### config.mk
export PLATFORM = sky130hd
export DESIGN_NAME = saida_bcd_display
export DESIGN_NICKNAME = d
export VERILOG_FILES = /design/src/rtl/saida_bcd_display.sv
export SDC_FILE = /design/constraint.sdc
export NUM_CORES = 1
export LEC_CHECK = 0
export CAP_MARGIN = 5
export CORE_MARGIN = 2
export CORE_UTILIZATION = 50
export CTS_BUF_LIST = sky130_fd_sc_hd__clkbuf_4
export DETAILED_ROUTE_END_ITERATION = 12
export PLACE_DENSITY = 0.8
export SYNTH_ARGS = -nofsm -noshare
export SYNTH_HDL_FRONTEND = slang
export SYNTH_SLANG_ARGS = --single-unit
### constraint.sdc
create_clock -name clock -period 2.9 [get_ports clock]
set_input_delay 0.29 -clock clock [delete_from_list [all_inputs] [get_ports clock]]
set_output_delay 0.29 -clock clock [all_outputs]
set_load 0.01 [all_outputs]
### src/rtl/saida_bcd_display.sv
// Output stage: captures IO write-back values and converts them sequentially (shift-add-3) to eight 7-segment digits.
// Optional build macro SAIDA_SIGNED_EN: two's-complement input with a sign dash on display7.
module saida_bcd_display #(
   parameter int SEG_ACTIVE_LOW = 1,
   parameter int CONV_BITS      = 32
) (
   input  logic        clock,
   input  logic        reset,
   input  logic        IO,
   input  logic [31:0] saida,
   output logic        busy,
   output logic        overflow,
   output logic [6:0]  display0,
   output logic [6:0]  display1,
   output logic [6:0]  display2,
   output logic [6:0]  display3,
   output logic [6:0]  display4,
   output logic [6:0]  display5,
   output logic [6:0]  display6,
   output logic [6:0]  display7
);

   typedef enum logic [1:0] {IDLE = 2'd0, CONV = 2'd1, UPDATE = 2'd2} state_t;

   localparam int CW = $clog2(CONV_BITS) + 1;
   localparam logic [6:0] SEG_DASH  = 7'b0111111;
   localparam logic [6:0] SEG_BLANK = 7'b1111111;
   localparam logic [6:0] SEG_ZERO  = 7'b1000000;
`ifdef SAIDA_SIGNED_EN
   localparam int TOP = 6;
`else
   localparam int TOP = 7;
`endif

   state_t        state_r;
   state_t        state_s;
   logic [31:0]   shreg_r;
   logic [39:0]   bcd_r;
   logic [39:0]   bcd_adj_s;
   logic [CW-1:0] cnt_r;
   logic [31:0]   pend_r;
   logic          pend_valid_r;
   logic          busy_r;
   logic          overflow_r;
   logic          ovf_s;
   logic          start_s;
   logic [31:0]   load_val_s;
   logic [6:0]    disp_r [8];
   logic [6:0]    disp_s [8];
`ifdef SAIDA_SIGNED_EN
   logic          neg_r;
`endif

   // Active-low segment code for one BCD digit.
   function automatic logic [6:0] seg7(input logic [3:0] d);
      case (d)
         4'd0:    seg7 = 7'b1000000;
         4'd1:    seg7 = 7'b1111001;
         4'd2:    seg7 = 7'b0100100;
         4'd3:    seg7 = 7'b0110000;
         4'd4:    seg7 = 7'b0011001;
         4'd5:    seg7 = 7'b0010010;
         4'd6:    seg7 = 7'b0000010;
         4'd7:    seg7 = 7'b1111000;
         4'd8:    seg7 = 7'b0000000;
         4'd9:    seg7 = 7'b0010000;
         default: seg7 = 7'b0111111;
      endcase
   endfunction

   function automatic logic [6:0] pol(input logic [6:0] c);
      pol = (SEG_ACTIVE_LOW != 0) ? c : ~c;
   endfunction

   function automatic logic [31:0] magnitude(input logic [31:0] v);
`ifdef SAIDA_SIGNED_EN
      magnitude = v[31] ? (32'd0 - v) : v;
`else
      magnitude = v;
`endif
   endfunction

   // A conversion starts from IDLE on a strobe or leftover pending value, or back-to-back from UPDATE.
   assign start_s    = ((state_r == IDLE) && (IO || pend_valid_r)) ||
                       ((state_r == UPDATE) && pend_valid_r);
   assign load_val_s = ((state_r == IDLE) && IO) ? saida : pend_r;

   // Add-3 correction of every nibble before the shift.
   always_comb begin
      bcd_adj_s = bcd_r;
      for (int i = 0; i < 10; i++) begin
         if (bcd_r[i*4 +: 4] >= 4'd5) begin
            bcd_adj_s[i*4 +: 4] = bcd_r[i*4 +: 4] + 4'd3;
         end else begin
            bcd_adj_s[i*4 +: 4] = bcd_r[i*4 +: 4];
         end
      end
   end

   // Next-state logic.
   always_comb begin
      state_s = state_r;
      case (state_r)
         IDLE:    state_s = start_s ? CONV : IDLE;
         CONV:    state_s = (cnt_r == CW'(CONV_BITS - 1)) ? UPDATE : CONV;
         UPDATE:  state_s = pend_valid_r ? CONV : IDLE;
         default: state_s = IDLE;
      endcase
   end

   // State register.
   always_ff @(posedge clock) begin
      if (!reset) begin
         state_r <= IDLE;
      end else begin
         state_r <= state_s;
      end
   end

   // Display decode with overflow dashes and leading-zero blanking.
   always_comb begin
      logic lead;
      lead = 1'b1;
`ifdef SAIDA_SIGNED_EN
      ovf_s = |bcd_r[39:28];
`else
      ovf_s = |bcd_r[39:32];
`endif
      for (int i = 0; i < 8; i++) begin
         disp_s[i] = SEG_BLANK;
      end
      for (int i = TOP; i >= 1; i--) begin
         if (lead && (bcd_r[i*4 +: 4] == 4'd0)) begin
            disp_s[i] = SEG_BLANK;
         end else begin
            disp_s[i] = seg7(bcd_r[i*4 +: 4]);
            lead      = 1'b0;
         end
      end
      disp_s[0] = seg7(bcd_r[3:0]);
`ifdef SAIDA_SIGNED_EN
      disp_s[7] = neg_r ? SEG_DASH : SEG_BLANK;
`endif
      if (ovf_s) begin
         for (int i = 0; i < 8; i++) begin
            disp_s[i] = SEG_DASH;
         end
      end else begin
         lead = 1'b0;
      end
   end

   // Conversion datapath, pending buffer and registered outputs.
   always_ff @(posedge clock) begin
      if (!reset) begin
         shreg_r      <= 32'd0;
         bcd_r        <= 40'd0;
         cnt_r        <= '0;
         pend_r       <= 32'd0;
         pend_valid_r <= 1'b0;
         busy_r       <= 1'b0;
         overflow_r   <= 1'b0;
         disp_r[0]    <= pol(SEG_ZERO);
         for (int i = 1; i < 8; i++) begin
            disp_r[i] <= pol(SEG_BLANK);
         end
`ifdef SAIDA_SIGNED_EN
         neg_r        <= 1'b0;
`endif
      end else begin
         busy_r <= (state_s != IDLE);
         // A strobe while busy always lands in pending, even on the edge that consumes the old one.
         if (IO && (state_r != IDLE)) begin
            pend_r       <= saida;
            pend_valid_r <= 1'b1;
         end else if (start_s) begin
            pend_valid_r <= 1'b0;
         end
         if (state_r == UPDATE) begin
            overflow_r <= ovf_s;
            for (int i = 0; i < 8; i++) begin
               disp_r[i] <= pol(disp_s[i]);
            end
         end
         if (start_s) begin
            shreg_r <= magnitude(load_val_s);
            bcd_r   <= 40'd0;
            cnt_r   <= '0;
`ifdef SAIDA_SIGNED_EN
            neg_r   <= load_val_s[31];
`endif
         end else if (state_r == CONV) begin
            {bcd_r, shreg_r} <= {bcd_adj_s[38:0], shreg_r, 1'b0};
            cnt_r            <= cnt_r + CW'(1);
         end
      end
   end

   assign busy     = busy_r;
   assign overflow = overflow_r;
   assign display0 = disp_r[0];
   assign display1 = disp_r[1];
   assign display2 = disp_r[2];
   assign display3 = disp_r[3];
   assign display4 = disp_r[4];
   assign display5 = disp_r[5];
   assign display6 = disp_r[6];
   assign display7 = disp_r[7];

endmodule
==> results.txt, run 1 <==
IO Pins - 93
Area growth from synthesis to layout - 17.5%
Net Count, Synth - 1341
Filler instances - 1827
Post-detailed-route wirelength per cell - 15.2 um
Worst EP arrival - 3.24 ns
Min Tclk post-route - 2.69 ns
Power Density - 523 nW/um2
Number of synthesized flops with an enable pin - 56
CP max FO - 7
Layout cells sized above 1 - 11.9%
Register area - 5100 um2
Synth unique cells - 72
Area leader, netlist - dfxtp_1
# DRC - 0
Setup CP Type - flip-flop to flip-flop
Via density - 5.61
Run status - finished, final reports clean
Final instance area - 13000 um2
Slew @ Worst Pin - 0.765 ns
Slowest cell on crit path - o311ai_1
Max Slew Vio Count - 0
Critical path data required time - 3.46 ns
CTS tree - done
Initial antenna violation count - 1
Most used DFF post-synth - dfxtp_1
Share of the core filled with cells - 59.8%
Post-Route WL - 25300 um
Vias in the first global route - 8929
Placed Instance Area - 12300 um2
Syn Area/Cell - 8.97 um2
CTS Buf Count - 56
Max cap viols - 0
RSZ-0062 raised after global routing - no
Post-CTS setup buffers - 0
FP Rows - 54
Fmax - 372 MHz
Crit share post-route - 92.6%
Clock Path Buffers - 3
CP endpoint kind - flip-flop
Core area - 21800 um2
DR vias - 9362
H-tree depth - 2
Buf/Inv on CP - 2
Count leader, synth - nand2_1
Hold Path Class - input pin to flip-flop
Gpl congestion - 0.856
Total power - 0.00682 W
Final WS setup - 0.214 ns
I/O Buffers - 92
CP cell instances - inv_1 -> ha_1 -> nand2b_1 -> nand2_1 -> o311ai_1 -> and2_1 -> inv_1 -> ha_1 -> a221oi_1
Dpl hpwl - 16200 um
Crit start category - flip-flop
Warnings, synthesis - 0
Die Ht - 153 um
Initial Util - 50.9%
#FFs+latches synth - 227
GRT Total Usage - 21.0%
Root Buffer - clkbuf_4
Delay-heaviest family, CP - compound AO/OA/AOI/OAI gates
Leak - 4.99 nW
Die area - 23400 um2
Worst VDD drop - 0.217 mV
Sequential fraction of the synthesis area - 46.0%
Final hold violations - 0
Slew HR - 48.2%
Mapped Area - 11100 um2
Total gr overflow - 0
Top-area cell type share of the netlist area - 30.8%
Top cells by count, synth - 192 x nand2_1, 171 x dfxtp_1, 90 x nor2_1
Synth async-reset ratio - 0%
Final nets - 1447
Worst skew pair latency - 0.67 ns
Antenna Violating Nets Remaining - 0
Max incr delay on CP - 0.65 ns
CTS Sinks - 227
Synth top area cells - dfxtp_1 31%, edfxtp_1 15%, ha_1 7.7%
Setup TNS - 0 ns
Footprint of the multi-input gates - 5440 um2
Iteration-0 DRC Markers - 762
First-pass GRT wire length - 41800 um
Final setup violating endpoints - 0
Chip width - 153 um
Clock-pin transition on the worst setup and hold timing paths - 0.07 ns
Largest net degree at the start of global routing - 65
1st-pass router iterations - 5
Post-CTS Hold Buffers - 0
Clock skew - 0.0348 ns
Pre-CTS setup slack - 0.117 ns
Synth Instances - 1238
==> worst reg2reg max path: cells and delay by family, from the launching register on <==
kind | cells | cell delay [ns]
compound gates | 2 | 0.93
simple gates | 3 | 0.53
fa+ha+maj | 2 | 0.46
flops | 1 | 0.44
buf+inv | 2 | 0.22
==> placed cells by master, fill, tap and decap left out, types with 7 or more instances in the layout <==
cell,n
nand2_1,191
dfxtp_1,171
clkdlybuf4s50_1,92
nor2_1,90
a21oi_1,87
clkbuf_4,85
inv_1,69
ha_1,68
o21ai_0,61
edfxtp_1,56
nand3_1,35
buf_4,27
nand2b_1,25
a221oi_1,21
and2_1,20
or2_2,20
o211ai_1,19
or3_1,18
a211oi_1,16
o21a_1,16
o21ai_1,15
mux2i_1,13
o22ai_1,13
clkinv_1,11
a2111o_1,8
a22o_1,8
nand4_1,7
nor4bb_1,7
nor3_1,7
nor4_1,7
==> routing by layer <==
metal	wire length (um)	track usage, %
met5	0	0
met4	714	10.1
met3	1110	3.54
met2	12100	33.6
met1	11400	27.7
==> worst paths after layout <==
path / endpoint / slack (ns) / from / cells after the start
max reg2reg: flip-flop / 0.21 / bcd_r[12] / 9
min reg2reg: pend_r[25] / 0.45 / pend_r[25] / 2
min: pend_r[11] / 0.22 / saida[11] / 3
max: flip-flop / 0.21 / bcd_r[12] / 9
==> power breakdown <==
group          leakage (nW)  internal (W)  switching (W)
clock                 0.429       0.00134        0.00128
combinational          2.76      0.000307       0.000478
sequential             1.80       0.00336      0.0000626
==> stage by stage <==
step | hold slack, ns | instances
floorplan | 0.426 | 1238
global placement | 0.439 | 1566
detailed placement | 0.445 | 1566
CTS | 0.169 | 1667
global route | 0.184 | 1668
finish | 0.215 | 1668
==> area by class of cell <==
class	count	share of cell area, %
diodes	1	0.0192
clock buffers	85	4.89
clock inverters	16	0.489
inverters	70	2.01
multi-input cells	867	41.7
flip-flops and latches	227	39.1
well taps	280	2.69
repair buffers	122	9.07
==> timing repair <==
| item | in CTS | in global routing |
|---|---|---|
| resized for setup | 0 | 3 |
| endpoints found under the hold margin | 0 | 0 |
| setup endpoints to repair | 0 | 3 |
==> cell families after synthesis <==
kind of cell / synth area share [%]
compound gates: 19.0
simple gates: 20.0
fa+ha+maj: 7.66
flops: 46.0
xor+xnor: 0.631
buf+inv: 5.37
mux: 1.37
Note: power is estimated with default switching activity, not from simulation.
==> run 2: changes to the inputs <==
- ABC_CLOCK_PERIOD_IN_PS: not set -> 2900
- PLACE_DENSITY: 0.8 -> 0.7
==> run 2 against run 1 <==
First-iteration DRC count is 17% lower. Critical path type unchanged. Clock-buffer cell count increased by 4. Largest cell class unchanged. Register-to-register slack better by 0.05 ns. Clock power grew 2%. Highest routed layer unchanged. Worst setup slack gained 0.050 ns.
==> results.txt, run 2 (synthesized netlist as in run 1, its figures left out) <==
Clock skew - 0.0395 ns (+0.00476 ns)
Setup TNS - 0 ns (unchanged)
Largest net degree at the start of global routing - 65 (unchanged)
Register area - 5100 um2 (unchanged)
PostCTS Resize Cnt - 0 (unchanged)
Filler instances - 1923 (+5.3%)
Post-detailed-route wirelength per cell - 15.0 um (-0.99%)
CTS Buf Count - 59 (+5.4%)
1st-pass router iterations - 8 (+3)
Vias in the first global route - 8650 (-3.1%)
Clock-pin transition on the worst setup and hold timing paths - 0.06 ns (about the same)
Cells after DPL - 1574 (+0.51%)
Chip width - 153 um (unchanged)
Slew HR - 32.7% (-15 points)
Iteration-0 DRC Markers - 632 (-17%)
Post-Route WL - 25200 um (-0.28%)
Layout cells sized above 1 - 12.4% (+0.47 points)
Hold Crit Depth - 3 (unchanged)
Initial antenna violation count - 1 (unchanged)
Fin cells - 1680 (+0.72%)
CTS Sinks - 227 (unchanged)
Area growth from synthesis to layout - 18.1%
RSZ-0062 raised after global routing - no
Root Buffer - clkbuf_4
Die area - 23400 um2 (unchanged)
Crit share post-route - 90.9% (-1.7 points)
Core area - 21800 um2 (unchanged)
Worst EP arrival - 3.20 ns (-0.04 ns)
GRT Total Usage - 21.0% (+0.057 points)
DR vias - 9268 (-1.0%)
Critical path data required time - 3.46 ns (about the same)
Most Crowded Layer GR - met2
Die Ht - 153 um (unchanged)
CP endpoint kind - flip-flop
First-pass GRT wire length - 41400 um (-1.0%)
Worst skew pair latency - 0.68 ns (about the same)
Setup CP Type - flip-flop to flip-flop
Most common cell after layout, fill and taps aside - nand2_1
Slew @ Worst Pin - 1.01 ns (+0.241 ns)
Initial Util - 50.9% (unchanged)
Gpl congestion - 0.904 (+5.7%)
Final hold violations - 0 (unchanged)
Power Density - 524 nW/um2 (+0.17%)
Dpl hpwl - 16400 um (+1.5%)
Run status - finished, final reports clean
Share of the core filled with cells - 60.1% (+0.32 points)
Met3 Resource Use GR - 3.80% (+0.26 points)
GRT met2 Usage - 33.8% (+0.23 points)
Footprint of the multi-input gates - 5430 um2 (-0.14%)
Antenna Violating Nets Remaining - 0 (unchanged)
Post-CTS Hold Buffers - 0 (unchanged)
H-tree depth - 2 (unchanged)
IO Pins - 93 (unchanged)
Fmax - 379 MHz (+1.9%)
R2r worst-path depth - 9 (unchanged)
I/O Buffers - 92 (unchanged)
Min Tclk post-route - 2.64 ns (-0.0499 ns)
Final setup violating endpoints - 0 (unchanged)
Crit start category - flip-flop
Post-CTS setup buffers - 0 (unchanged)
Max cap viols - 0 (unchanged)
Worst VDD drop - 0.256 mV (+18%)
Met1 Track Usage GR - 28.3% (+0.66 points)
Hold slack final - 0.210 ns (-0.00502 ns)
Most frequent cells in the layout - 191 x nand2_1, 171 x dfxtp_1, 92 x clkdlybuf4s50_1, 90 x nor2_1, 89 x clkbuf_4
Leak - 5.04 nW (+0.82%)
Clock Path Buffers - 3 (unchanged)
Max Slew Vio Count - 0 (unchanged)
FP Rows - 54 (unchanged)
Final WS setup - 0.264 ns (+0.0499 ns)
Pre-CTS setup slack - 0.225 ns (+0.108 ns)
Total gr overflow - 0 (unchanged)
# DRC - 0 (unchanged)
CP max FO - 7 (unchanged)
Final nets - 1458 (+0.76%)
Hold Path Class - input pin to flip-flop
Via density - 5.52 (-1.7%)
CTS tree - done
-- run 2: changes by cell type in the layout (fill, tap and decap cells not counted) --
cell	before	now
buf_4	27	36
clkbuf_4	85	89
clkinv_1	11	13
inv_2	3	1
o311ai_1	1	3
o311ai_2	3	1
buf_12	3	2
o21ai_2	2	1
o21ai_4	0	1
-- run 2: through the flow --
stage	instance area [um2]	total power, W
6_report	13100	0.00687
5_1_grt	13100	0.00721
4_1_cts	13100	0.00695
3_5_place_dp	12400	0.00428
3_3_place_gp	12400	0.00427
2_1_floorplan	11100	0.00401
-- run 2: layout make-up --
cell class | count | share of cell area [%]
diodes | 1 | 0.0191
clock buffers | 89 | 5.09
clock inverters | 16 | 0.487
inverters | 70 | 2.00
multi-input cells | 867 | 41.4
flip-flops and latches | 227 | 38.9
well taps | 280 | 2.67
repair buffers | 130 | 9.39
-- run 2: worst max-delay path: stages (launching register included) --
cell	delay [ns]
dfxtp_1	0.43
inv_1	0.12
ha_1	0.25
nand2b_1	0.17
nand2_1	0.07
o311ai_1	0.66
and2_1	0.27
ha_1	0.18
nor2_1	0.05
o311a_1	0.34
-- run 2: report_power, final --
group	switching, W	leakage, nW	total, W	internal [W]
clock	0.00126	0.442	0.00265	0.00139
combinational	0.000480	2.79	0.000793	0.000313
sequential	0.0000623	1.80	0.00342	0.00336
-- run 2: worst paths after layout --
kind,start,to,slack (ns)
worst min-delay path,saida[20],pend_r[20],0.21
worst max register to register,bcd_r[24],flip-flop,0.26
worst max-delay path,bcd_r[24],flip-flop,0.26
worst min register to register,shreg_r[30],shreg_r[30],0.45
-- run 2: layer usage --
| metal | vias up | wire length [um] |
|---|---|---|
| met3 | 57 | 1350 |
| met5 | - | 0 |
| met2 | 271 | 11600 |
| li1 | 4640 | - |
| met4 | 0 | 663 |
| met1 | 4300 | 11600 |
==> run 3: changes to the inputs <==
- TNS_END_PERCENT: not set -> 1
==> results of run 3 <==
No change in the layout: final DEF, timing and power equal those of run 2.
